--- config.mk ---
export PLATFORM = sky130hd
export DESIGN_NAME = gray_decode_arbiter
export DESIGN_NICKNAME = d
export VERILOG_FILES = /design/src/rtl/gray_pkg.sv /design/src/rtl/gray_decode_arbiter_g2b.sv /design/src/rtl/gray_decode_arbiter_rr.sv /design/src/rtl/gray_decode_arbiter.sv
export SDC_FILE = /design/constraint.sdc
export NUM_CORES = 1
export LEC_CHECK = 0
export CORE_ASPECT_RATIO = 0.5
export CORE_UTILIZATION = 34
export CTS_BUF_LIST = sky130_fd_sc_hd__clkbuf_4 sky130_fd_sc_hd__clkbuf_8
export DETAILED_ROUTE_END_ITERATION = 10
export GPL_ROUTABILITY_DRIVEN = 1
export PLACE_DENSITY_LB_ADDON = 0.12
export SYNTH_ARGS = -nofsm -noshare
export SYNTH_HDL_FRONTEND = slang
export SYNTH_SLANG_ARGS = --single-unit
export TNS_END_PERCENT = 5
--- constraint.sdc ---
create_clock -name clk -period 7.3 [get_ports clk]
set_input_delay 0.73 -clock clk [delete_from_list [all_inputs] [get_ports clk]]
set_output_delay 0.73 -clock clk [all_outputs]
set_load 0.02 [all_outputs]
--- src/rtl/gray_pkg.sv ---
// Shared types for the gray-to-binary decode path.
package gray_pkg;

   localparam int GRAY_W = 8;

   typedef logic [GRAY_W-1:0] gray_t;
   typedef logic [GRAY_W-1:0] bin_t;

endpackage : gray_pkg

--- src/rtl/gray_decode_arbiter_g2b.sv ---
// Combinational gray-to-binary converter.
// Each binary bit is the XOR of all gray bits at or above it.
module gray_to_binary
   import gray_pkg::*;
(
   input  gray_t gray,
   output bin_t  binary
);

   always_comb begin
      binary = '0;
      binary[GRAY_W-1] = gray[GRAY_W-1];
      for (int i = GRAY_W - 2; i >= 0; i--) begin
         binary[i] = binary[i+1] ^ gray[i];
      end
   end

endmodule : gray_to_binary

--- src/rtl/gray_decode_arbiter_rr.sv ---
// Combinational round-robin arbiter.
// The search starts one past ptr and wraps; the pointer register lives in the parent.
module rr_arbiter #(
   parameter int N = 4
) (
   input  logic [N-1:0]         req,
   input  logic [$clog2(N)-1:0] ptr,
   output logic [N-1:0]         grant,
   output logic [$clog2(N)-1:0] winner,
   output logic                 any
);

   localparam int IW = $clog2(N);

   // One extra bit so ptr + k never overflows before the modulo-N wrap.
   logic [IW:0]   sum;
   logic [IW-1:0] idx;

   always_comb begin
      grant  = '0;
      winner = '0;
      any    = 1'b0;
      sum    = '0;
      idx    = '0;
      for (int k = 1; k <= N; k++) begin
         sum = {1'b0, ptr} + (IW+1)'(k);
         if (sum >= (IW+1)'(N)) begin
            sum = sum - (IW+1)'(N);
         end
         idx = sum[IW-1:0];
         if (!any && req[idx]) begin
            any         = 1'b1;
            grant[idx]  = 1'b1;
            winner      = idx;
         end
      end
   end

endmodule : rr_arbiter

--- src/rtl/gray_decode_arbiter.sv ---
// Round-robin shared gray-to-binary converter with a single registered
// output stage carrying the result and the granted requester's ID.
module gray_decode_arbiter
   import gray_pkg::*;
#(
   parameter int NUM_REQ = 4,
   localparam int ID_W   = $clog2(NUM_REQ)
) (
   input  logic                      clk,
   input  logic                      rst,
   input  logic [NUM_REQ-1:0]        req_valid,
   output logic [NUM_REQ-1:0]        req_ready,
   input  logic [NUM_REQ*GRAY_W-1:0] req_gray,
   output logic                      out_valid,
   input  logic                      out_ready,
   output bin_t                      out_binary,
   output logic [ID_W-1:0]           out_id
);

   logic [ID_W-1:0]    ptr;
   logic [NUM_REQ-1:0] grant;
   logic [ID_W-1:0]    winner;
   logic               any_req;
   logic               accept_en;
   logic               xfer;
   gray_t              gray_sel;
   bin_t               bin_sel;

   rr_arbiter #(
      .N (NUM_REQ)
   ) u_arb (
      .req    (req_valid),
      .ptr    (ptr),
      .grant  (grant),
      .winner (winner),
      .any    (any_req)
   );

   // The stage can take a new word when empty or being drained this cycle.
   assign accept_en = !rst && (!out_valid || out_ready);
   assign req_ready = grant & {NUM_REQ{accept_en}};
   assign xfer      = accept_en && any_req;

   assign gray_sel = req_gray[winner*GRAY_W +: GRAY_W];

   gray_to_binary u_g2b (
      .gray   (gray_sel),
      .binary (bin_sel)
   );

   always_ff @(posedge clk) begin
      if (rst) begin
         out_valid  <= 1'b0;
         out_binary <= '0;
         out_id     <= '0;
         ptr        <= ID_W'(NUM_REQ - 1);
      end else if (xfer) begin
         out_valid  <= 1'b1;
         out_binary <= bin_sel;
         out_id     <= winner;
         ptr        <= winner;
      end else if (out_valid && out_ready) begin
         // Drained with nothing to replace it: data lines keep the last result.
         out_valid  <= 1'b0;
      end
   end

endmodule : gray_decode_arbiter

Yosys cells after proc, flatten, opt, wreduce, memory -nomap -nowiden
Cells that the tools add are included.
{"block": "classes", "bitwise_logic": 11, "shift": 1, "n_reduce_logical": 17, "order_cmp": 12, "n_mux": 34, "n_addsub": 8}
{"operator": "$shiftx A32 B6 Y8", "count": 1}
{"operator": "$mux W2", "count": 8}
{"operator": "$mux W4", "count": 4}
{"operator": "$mux W1", "count": 14}
{"operator": "$ge A3 B3 Y1 const B", "count": 4}
{"operator": "$lt A2 B3 Y1 const B", "count": 4}
{"operator": "$or A4 B4 Y4", "count": 3}
{"operator": "$logic_and A1 B1 Y1", "count": 10}
{"operator": "$bmux W1 S2", "count": 4}
{"operator": "$demux W1 S2", "count": 4}
{"operator": "$ge A2 B1 Y1 const B", "count": 4}
{"operator": "$sub A2 B1 Y2 const B", "count": 4}
{"operator": "$xor A1 B1 Y1", "count": 7}
{"operator": "$add A2 B2 Y3 const B", "count": 2}
{"operator": "$logic_not A1 Y1", "count": 5}
{"operator": "$and A4 B4 Y4", "count": 1}
{"operator": "$add A2 B1 Y3 const B", "count": 1}
{"operator": "$add A2 B3 Y3 const B", "count": 1}
{"operator": "$reduce_bool A2 Y1", "count": 1}
{"operator": "$logic_or A1 B1 Y1", "count": 1}
{"block": "word_totals", "ff_bits": 13, "inputBits": 39, "wordCells": 87}

Depth between registers and ports, before layout
{"block": "depth", "word_depth": 23, "depth_mapped": 16, "mapped_depth_nobuf": 12}

Hierarchy
From an unflattened synthesis, not the netlist that was laid out.
{"block": "hier_totals", "hier_cells": 152, "hier_area_um2": 1365.1}
{"mod": "gray_decode_arbiter", "instances": 1, "seq_area_each_um2": 260.2, "cells_each": 71, "area_each_um2": 714.4}
{"mod": "rr_arbiter", "instances": 1, "seq_area_each_um2": 0.0, "cells_each": 68, "area_each_um2": 525.5}
{"mod": "gray_to_binary", "instances": 1, "seq_area_each_um2": 0.0, "cells_each": 13, "area_each_um2": 125.1}

Worst setup path before layout
Ideal clock, no wire load.
{"block": "synth_timing", "path_type": "register -> register", "start": "register ptr[0]", "end": "register out_binary[0]", "arrival_ps": 3469, "stages_incl_launch_ff": 17, "setup_time_ps": 127, "path_slack_ps": 3704, "period_less_slack_ps": 3596, "cell_sequence": "dfxtp_1 buf_6 buf_8 inv_1 ha_1 buf_6 mux4_2 nor2_1 o21ai_2 a32oi_4 buf_6 mux2i_1 mux2i_1 xnor2_1 xor2_1 xnor2_1 o21ai_1"}
{"block": "synth_between", "elab_chain_cells": 23}
{"element": "from (decl)", "line": "gray_decode_arbiter.sv:20", "source": "logic [ID_W-1:0] ptr;"}
{"element": "from (signal assigned)", "line": "gray_decode_arbiter.sv:56", "source": "ptr <= ID_W'(NUM_REQ - 1);"}
{"element": "from (signal assigned)", "line": "gray_decode_arbiter.sv:61", "source": "ptr <= winner;"}
{"element": "$add A2 B1 Y3", "line": "gray_decode_arbiter_rr.sv:26", "source": "sum = {1'b0, ptr} + (IW+1)'(k);"}
{"element": "$ge A3 B3 Y1 or $sub A2 B1 Y2 (tied branches)", "line": "gray_decode_arbiter_rr.sv:27, gray_decode_arbiter_rr.sv:28"}
{"element": "$mux W2", "line": "gray_decode_arbiter_rr.sv:27", "source": "if (sum >= (IW+1)'(N)) begin"}
{"element": "$bmux W1 S2", "line": "gray_decode_arbiter_rr.sv:31", "source": "if (!any && req[idx]) begin"}
{"element": "$mux W1 (not written as such)", "line": "gray_decode_arbiter_rr.sv:31"}
{"element": "$mux W1", "line": "gray_decode_arbiter_rr.sv:31"}
{"element": "$logic_not A1 Y1", "line": "gray_decode_arbiter_rr.sv:31"}
{"element": "$logic_and A1 B1 Y1", "line": "gray_decode_arbiter_rr.sv:31"}
{"element": "$mux W1", "line": "gray_decode_arbiter_rr.sv:31"}
{"element": "$logic_not A1 Y1", "line": "gray_decode_arbiter_rr.sv:31"}
{"element": "$logic_and A1 B1 Y1", "line": "gray_decode_arbiter_rr.sv:31"}
{"element": "$mux W1", "line": "gray_decode_arbiter_rr.sv:31"}
{"element": "$logic_not A1 Y1", "line": "gray_decode_arbiter_rr.sv:31"}
{"element": "$logic_and A1 B1 Y1", "line": "gray_decode_arbiter_rr.sv:31"}
{"element": "$mux W2", "line": "gray_decode_arbiter_rr.sv:31"}
{"element": "$shiftx A32 B6 Y8", "line": "gray_decode_arbiter.sv:44", "source": "assign gray_sel = req_gray[winner*GRAY_W +: GRAY_W];"}
{"element": "$xor A1 B1 Y1 (7 in a row)", "line": "gray_decode_arbiter_g2b.sv:14", "source": "binary[i] = binary[i+1] ^ gray[i];"}
{"element": "to (signal assigned)", "line": "gray_decode_arbiter.sv:59", "source": "out_binary <= bin_sel;"}
{"element": "to (decl)", "line": "gray_decode_arbiter.sv:16", "source": "output bin_t out_binary,"}
Several ways; a longest one is shown, not always the timed one. The select of a mux whose other input is x is not followed.
A chain may end at the register's enable or synchronous reset.

Final worst setup path
{"block": "layout_timing", "start": "register ptr[1]", "end": "output port req_ready[2]"}
{"block": "layout_between", "elab_chain_cells": 16}
{"element": "branches (longest 14 deep; another with $add A2 B1 Y3)"}
{"element": "$mux W4 (*)", "line": "gray_decode_arbiter_rr.sv:31"}
{"element": "$and A4 B4 Y4 (*)", "line": "gray_decode_arbiter.sv:41", "source": "assign req_ready = grant & {NUM_REQ{accept_en}};"}
{"element": "to (decl)", "line": "gray_decode_arbiter.sv:12", "source": "output logic [NUM_REQ-1:0] req_ready,"}
Mark *: on every way between the ends. The select of a mux whose other input is x is not followed.

==> run metrics <==
Top-Level Pins=54; Setup CP Type=reg -> out; Final #Nets=268; Clock Pin Slew Worst Setup and Hold Paths=~0.05 ns; most common cell after layout, fill and taps aside=clkdlybuf4s50_1; first-pass GRT wire length=around 6600 µm; Synth area leader=dfxtp_1; hold buffers post-CTS=0; All-Layer GR Usage=15.8%; P_sw=roughly 0.00062 W; antenna viol nets, final=0; input/output buffers=53; power share of the clock group=under 10%; critical path arrival=3.73 ns; n_diodes=0; H-tree depth=1; final WL=3790 µm; setup_tns=0 ns; Critical Path Start Type=flop; Yosys reg bits=13; Sw Ratio=a little under half; syn nets=about 220; post-CTS sizing=0; pin count of the biggest net entering global routing=27; RSZ-0062 raised after global routing=no; multi-input logic area=around 1300 µm²; Slew Viols, Final=0; Final Critical Period=between 4 and 5 ns; fin area=2230 µm²; Die X=about 100 µm; number of enable flip-flop cells after synthesis=0; clock buffer depth=2; HPWL after DPL=between 2000 and 3000 µm; Logic pwr share=between 80% and 90%; DR pass1 iterations=4; peak supply drop=between 0.0003 and 0.0004 V; Skew-Pair Late Insertion Delay=about 0.24 ns; fin crit share=approximately 61%; die area=5240 µm²; vias in the first global route=around 1400; max_slew headroom=a little under half; Area growth, synth to finish=32.6%; Netlist Area Pre-Place=about 1700 µm²; delay-heaviest family, CP=buffers and inverters; post-synth top area share=between 15 and 20%; Final Hold Viols=0; Hold Crit Class=reg -> reg; clk_skew=~0.0011 ns; Yosys warning total=0; status=complete, no violations; fillers=around 470; CP max stage delay=a little under 0.8 ns; f_max=about 220 MHz; Syn Inst Count=roughly 180; max-cap violations=0; sequential area share after synthesis=between 15 and 20%; initial antenna violation count=0; worst-margin pin slew=~0.78 ns; Synth cell types=50; FP Rows=17; buffer and inverter count on the worst path=2; DR vias/cell=~5.2; Post-route DRC=0; Initial Util=about 37%; largest cells by area after synthesis=dfxtp_1 (15%), mux2i_1 (10%), mux4_2 (5.4%); routed length per instance=13.2 µm; Root Buffer=clkbuf_8; TritonCTS Buffers=3; Worst EP required=6.57 ns; Final setup viols=0; Pleak=between 0.8 and 0.9 nW; Pint=0.000673 W; core area=4570 µm²; DR vias=between 1500 and 2000; Post-CTS Setup Bufs=0; crit-path cells=inv_1 -> ha_1 -> mux4_2 -> nor3_2 -> and2_1 -> a221oi_1 -> nor2_1 -> clkdlybuf4s50_1; Area after DPL=around 2200 µm²; Clock Sinks=13; commonest cells after routing, fill and taps aside=clkdlybuf4s50_1 (53), nor2_1 (19), mux2i_1 (17); final RePlAce weighted congestion=just over 0.7; layout cell share with drive strength beyond 1=between 10 and 15%; GR Overflow Total=0; Synth Area per Inst=around 9.4 µm²; FFs w/ async S/R, synth=0%; die height=~52 µm; Critical Path Sink Type=primary output; First DRT Iteration DRCs=27; CTS tree=yes; PD cells=just under 600 nW/µm²; ys flop type=dfxtp_1; Reg power frac=9.9%; FF+latch area=approximately 260 µm²; CP max FO=24; CP max-delay cell=mux4_2
## metrics by stage
stage                     hold slack (ns)  worst slack, ns  total power [W]  std cells  util [%]
after floorplan                     0.538             3.70          0.00108        179         -
after global placement              0.453             2.98          0.00122        284      47.7
after detailed placement            0.453             2.88          0.00124        284      47.7
after CTS                           0.470             2.81          0.00131        288      48.7
after global routing                0.507             2.58          0.00142        288      48.7
final                               0.468             2.84          0.00129        288      48.7
## synthesized netlist by cell type (5+ instances only)
library cell / count
nor2_1: 19
mux2i_1: 17
dfxtp_1: 13
nand3b_1: 8
o21ai_0: 7
a221oi_1: 6
clkbuf_1: 6
ha_1: 6
inv_1: 6
o21ai_1: 6
a21oi_1: 5
nand2_1: 5
nand2b_1: 5
xnor2_1: 5
## flip-flops by register name, summed over array words and instances, names as in the netlist
| register | cells |
|---|---|
| out_id | 2 |
| out_binary | 8 |
| out_valid | 1 |
| ptr | 2 |
## path summary, 6_finish.rpt
path              startpoint             to  slack (ns)  cells after the start
setup reg to reg      ptr[1]  out_binary[2]        2.93                     12
hold reg to reg    out_id[0]      out_id[0]        0.47                      2
hold / removal     out_id[0]      out_id[0]        0.47                      2
setup / recovery      ptr[1]   req_ready[2]        2.84                      8
## metal layers
metal  global-route usage, %  part of all wire [%]  up-vias
li1                        -                     -      758
met1                    22.2                    51      699
met2                    26.1                    44       43
met3                    1.75                   4.2        4
met4                    3.62                  0.63        0
met5                       0                     0        -
## layout make-up
| class | instances | share of cell area [%] |
|---|---|---|
| multi-input combinational | 145 | 57.3 |
| timing repair buffer | 54 | 24.1 |
| sequential | 13 | 11.7 |
| tap | 66 | 3.71 |
| clock buffer | 4 | 2.19 |
| inverter | 6 | 1.01 |
## power by group through the flow
stage | Clock (W) | Sequential (W) | Combinational (W)
2_1_floorplan | 0 | 0.000151 | 0.000934
3_3_place_gp | 0 | 0.000129 | 0.00109
3_5_place_dp | 0 | 0.000129 | 0.00111
4_1_cts | 0.0000692 | 0.000129 | 0.00111
5_1_grt | 0.0000731 | 0.000132 | 0.00121
6_report | 0.0000677 | 0.000128 | 0.00109
## kinds of logic (layout without fill, tap and decap cells)
| logic type | Yosys count | count (layout) | share of synthesized area (%) |
|---|---|---|---|
| AO/OA/AOI/OAI | 53 | 53 | 26.1 |
| AND/OR/NAND/NOR | 49 | 49 | 16.8 |
| multiplexers | 26 | 26 | 20.8 |
| buffers and inverters | 21 | 64 | 8.56 |
| flip-flops | 13 | 13 | 15.5 |
| XOR/XNOR | 11 | 11 | 7.74 |
| adder cells (fa/ha/maj) | 6 | 6 | 4.47 |
## tightest hold or removal path, delay by kind of cell (launching register included)
kind / cells / cell delay (ns)
flops: 1 / 0.33
simple gates: 1 / 0.05
compound gates: 1 / 0.06
(Power assumes the default switching activity.)
==> edit 1: new RTL, config.mk and constraints unchanged <==
Set the parameter `NUM_REQ` to 8 (it was 4).
--- a/src/rtl/gray_decode_arbiter.sv
+++ b/src/rtl/gray_decode_arbiter.sv
@@ -3,7 +3,7 @@
 module gray_decode_arbiter
    import gray_pkg::*;
 #(
-   parameter int NUM_REQ = 4,
+   parameter int NUM_REQ = 8,
    localparam int ID_W   = $clog2(NUM_REQ)
 ) (
    input  logic                      clk,
Interface: changed (resized out_id, req_gray, req_ready and req_valid); port bits go from 54 to 95. The function was not compared with the original's and may differ.
==> edit 1 against the unedited design <==
Routed wire length is 120% higher. Sequential cell count is 2 higher. Cell area is 72% higher. Non-clock buffer count is 45 higher. Setup slack worse by 1.3 ns. First-iteration DRC count grew to 5.9 times the old value. Global-route usage is 3.5 points higher. Sequential share of layout area is 3.9 points lower. Fmax is 23% lower. Register-to-register slack worse by 1.4 ns. Area after synthesis is 67% higher.
Power is not shown: default switching activity piles up to over one toggle a cycle in this logic, so the estimate is an artifact.
==> edit 1: results (changes against the unedited design) <==
- The detail-routed via count per cell was 5.43 (was 5.22).
* Met3 WL post-DR: 432 um (was 160 um)
- The worst hold path startpoint was out_id[2] (was out_id[0]).
- The global routing met3 resource utilization came to 2.67% (was 1.75%).
- Commonest cells in the netlist: sky130_fd_sc_hd__mux2i_1, sky130_fd_sc_hd__nand2_1, sky130_fd_sc_hd__nor2_1 (was sky130_fd_sc_hd__nor2_1, sky130_fd_sc_hd__mux2i_1, sky130_fd_sc_hd__dfxtp_1)
* HPWL Detailed: 6520 um (was 2770 um)
- The largest net degree at the start of global routing was 29 (was 27).
* Total routed wire length on the met1 layer: 3650 um (was 1930 um)
- The endpoint of the most critical register-to-register path is out_binary[1] (was out_binary[2]).
- Main area contributors after synthesis: sky130_fd_sc_hd__mux2i_1, sky130_fd_sc_hd__dfxtp_1, sky130_fd_sc_hd__nand2_1 (was sky130_fd_sc_hd__dfxtp_1, sky130_fd_sc_hd__mux2i_1, sky130_fd_sc_hd__mux4_2).
* Global-route wire length before repair: 13200 um (was 6600 um)
- The ratio of cells with drive above 1 in the final layout came to 9.46% (was 14.4%).
- The worst setup slack for register-to-register paths came to 1.51 ns (was 2.93 ns).
* Wire length per cell: 15.4 um (was 13.2 um)
- The met2 usage in global routing is 34.9% (was 26.1%).
- Filler cells: 751 (was 467)
- The number of distinct standard cells referenced by the synthesized netlist came to 67 (was 50).
* Number of global-route vias before repair: 2810 (was 1418)
- The worst clock skew on the final layout is 0.00199 ns (was 0.00113 ns).
* RD Place Congestion: 0.926 (was 0.718)
- The worst-case reg-to-reg path depth was 17 (was 12).
- Number of nets in the layout: 505 (was 268)
* Result of the run: finished clean (unchanged)
- The fraction of met1 tracks used by global routing came to 24.5% (was 22.2%).
- Top fanout value on the critical path: 21 (was 24)
- The critical path capture point type was a register (was primary output).
- Largest registers ranked by flip-flop count: out_binary: 8 flops, out_id: 3 flops, ptr: 3 flops (was out_binary: 8 flops, out_id: 2 flops, ptr: 2 flops).
* Part of the Yosys area used for sequential elements: 10.7% (was 15.5%)
- The global-route usage over all layers was 19.4% (was 15.8%).
edit 1: cell type report:
type                    count  area [um^2]  share of cell area, %
inverters                  10         37.5                  0.978
clock buffers               4         48.8                   1.27
flip-flops and latches     15          300                   7.82
repair buffers             99          978                   25.5
multi-input cells         295         2340                   60.9
well taps                 108          135                   3.52
edit 1: critical path, cell delays in order, from the launching register on:
cell and delay, ns:
sky130_fd_sc_hd__dfxtp_1 0.71, sky130_fd_sc_hd__inv_1 0.30, sky130_fd_sc_hd__ha_1 0.66, sky130_fd_sc_hd__mux2i_1 0.35, sky130_fd_sc_hd__mux2i_1 0.13, sky130_fd_sc_hd__o221a_2 0.35, sky130_fd_sc_hd__or3_1 0.51, sky130_fd_sc_hd__o31a_4 0.44
sky130_fd_sc_hd__a21oi_4 0.35, sky130_fd_sc_hd__buf_4 0.38, sky130_fd_sc_hd__nand2_1 0.12, sky130_fd_sc_hd__o21ai_2 0.09, sky130_fd_sc_hd__xor2_1 0.10, sky130_fd_sc_hd__mux2i_2 0.25, sky130_fd_sc_hd__xnor3_1 0.48, sky130_fd_sc_hd__mux2i_4 0.20
sky130_fd_sc_hd__xnor2_1 0.16, sky130_fd_sc_hd__o21ai_1 0.08
edit 1: stage by stage:
stage / cells / utilization [%] / hold WS, ns / instance area [um^2]
detailed placement: 527 / 49.5 / 0.456 / 3790
finish: 531 / 50.2 / 0.461 / 3840
global route: 531 / 50.2 / 0.489 / 3840
floorplan: 340 / - / 0.528 / 2810
CTS: 531 / 50.2 / 0.467 / 3840
global placement: 527 / 49.5 / 0.450 / 3790
edit 1: cells by family after synthesis:
family / synth area share (%)
compound gates: 23.0
xor+xnor: 9.54
fa+ha+maj: 2.67
buf+inv: 5.97
flops: 10.7
mux: 30.4
simple gates: 17.7
==> edit 2: new RTL, same flow settings <==
Without the edit above. Make the reset (`rst`) asynchronous in one clocked block.
--- a/src/rtl/gray_decode_arbiter.sv
+++ b/src/rtl/gray_decode_arbiter.sv
@@ -48,7 +48,7 @@
       .binary (bin_sel)
    );
 
-   always_ff @(posedge clk) begin
+   always_ff @(posedge clk or posedge rst) begin
       if (rst) begin
          out_valid  <= 1'b0;
          out_binary <= '0;
Check against the original RTL: differs if rst is asserted again (counterexample within 4 cycles, from zero or initial values and one cycle with rst high); with rst held inactive, the same outputs for 10 cycles.
==> edit 2 against the unedited design <==
Fmax grew 0.41%. Power fell by 7.0%. Sequential cell count is the same. Area after synthesis down 3.4%. Register-to-register slack better by 0.38 ns. Setup slack improved by 0.018 ns. Final cell count increased by 0.69%. Routed wire length fell by 3.9%. Cell area did not move. Count of clock-buffer cells in the layout did not move. Sequential power up 25%. Critical path type unchanged. Largest power group unchanged.
==> edit 2: results (changes against the unedited design) <==
- The sequential fraction of total cell area came to 14.7% (was 11.7%).
- Commonest cells in the netlist: sky130_fd_sc_hd__nor2_1, sky130_fd_sc_hd__xnor2_1, sky130_fd_sc_hd__dfrtp_1 (was sky130_fd_sc_hd__nor2_1, sky130_fd_sc_hd__mux2i_1, sky130_fd_sc_hd__dfxtp_1).
- The floorplan die area is 0.00507 mm^2 (was 0.00524 mm^2).
* Synthesized netlist net count: 218 (was 224)
- Source of the worst hold timing path: out_binary[1] (was out_id[0])
- The pre-CTS worst setup slack was 3.13 ns (was 2.88 ns).
- The total via count in the routed design was 1478 (was 1504).
- Hold Slack: 0.478 ns (was 0.468 ns)
* Main area contributors after synthesis: sky130_fd_sc_hd__dfrtp_1, sky130_fd_sc_hd__xnor2_1, sky130_fd_sc_hd__nor2_1 (was sky130_fd_sc_hd__dfxtp_1, sky130_fd_sc_hd__mux2i_1, sky130_fd_sc_hd__mux4_2)
* Top fanout value on the critical path: 18 (was 24)
- The clock network power was 0.0000664 W (was 0.0000677 W).
- Endpoint of the most critical register-to-register path: out_binary[3] (was out_binary[2])
* Gate power share: 81.1% (was 84.9%)
- HPWL Detailed: 3000 um (was 2770 um)
- The cell-internal power is 0.000620 W (was 0.000673 W).
- Asr flop ratio synth: 100% (was 0%)
- The via count of the first global-routing pass is 1384 (was 1418).
* Placed instance count: 286 (was 284)
* Result of the run: finished clean (unchanged)
- Worst IR drop on VDD: 0.272 mV (was 0.338 mV)
* RD Place Congestion: 0.758 (was 0.718)
- Total Routed Length: 3640 um (was 3790 um)
- The sequential area share after synthesis was 20.2% (was 15.5%).
- Synth Area in Adders: 4.62% (was 4.47%)
* Global-route wire length before repair: 6290 um (was 6600 um)
* Distinct cells, synth: 51 (was 50)
- Critical path's top delay family: flip-flops (was buffers and inverters)
- The critical register-to-register path startpoint is ptr[0] (was ptr[1]).
* Count of multi-input gates: 150 (was 145)
- The worst clock skew on the final layout is 0.00151 ns (was 0.00113 ns).
[edit 2: cell types whose count changed after synthesis, moves of 5 or more]
cell,before,now
sky130_fd_sc_hd__nand3b_1,8,0
sky130_fd_sc_hd__xnor2_1,5,12
sky130_fd_sc_hd__mux2_2,2,7
sky130_fd_sc_hd__o21ai_1,6,0
sky130_fd_sc_hd__dfrtp_1,0,11
sky130_fd_sc_hd__dfxtp_1,13,0
sky130_fd_sc_hd__mux2i_1,17,8
sky130_fd_sc_hd__nand3_1,0,10
[edit 2: layer usage]
layer / global-route usage (%) / routed length [um] / vias to the layer above / share of wire [%]
li1: - / - / 746 / -
met1: 21.2 / 1820 / 702 / 50
met2: 26.8 / 1670 / 30 / 46
met3: 3.69 / 155 / 0 / 4.3
met4: 0.735 / 0 / 0 / 0
met5: 0 / 0 / - / 0
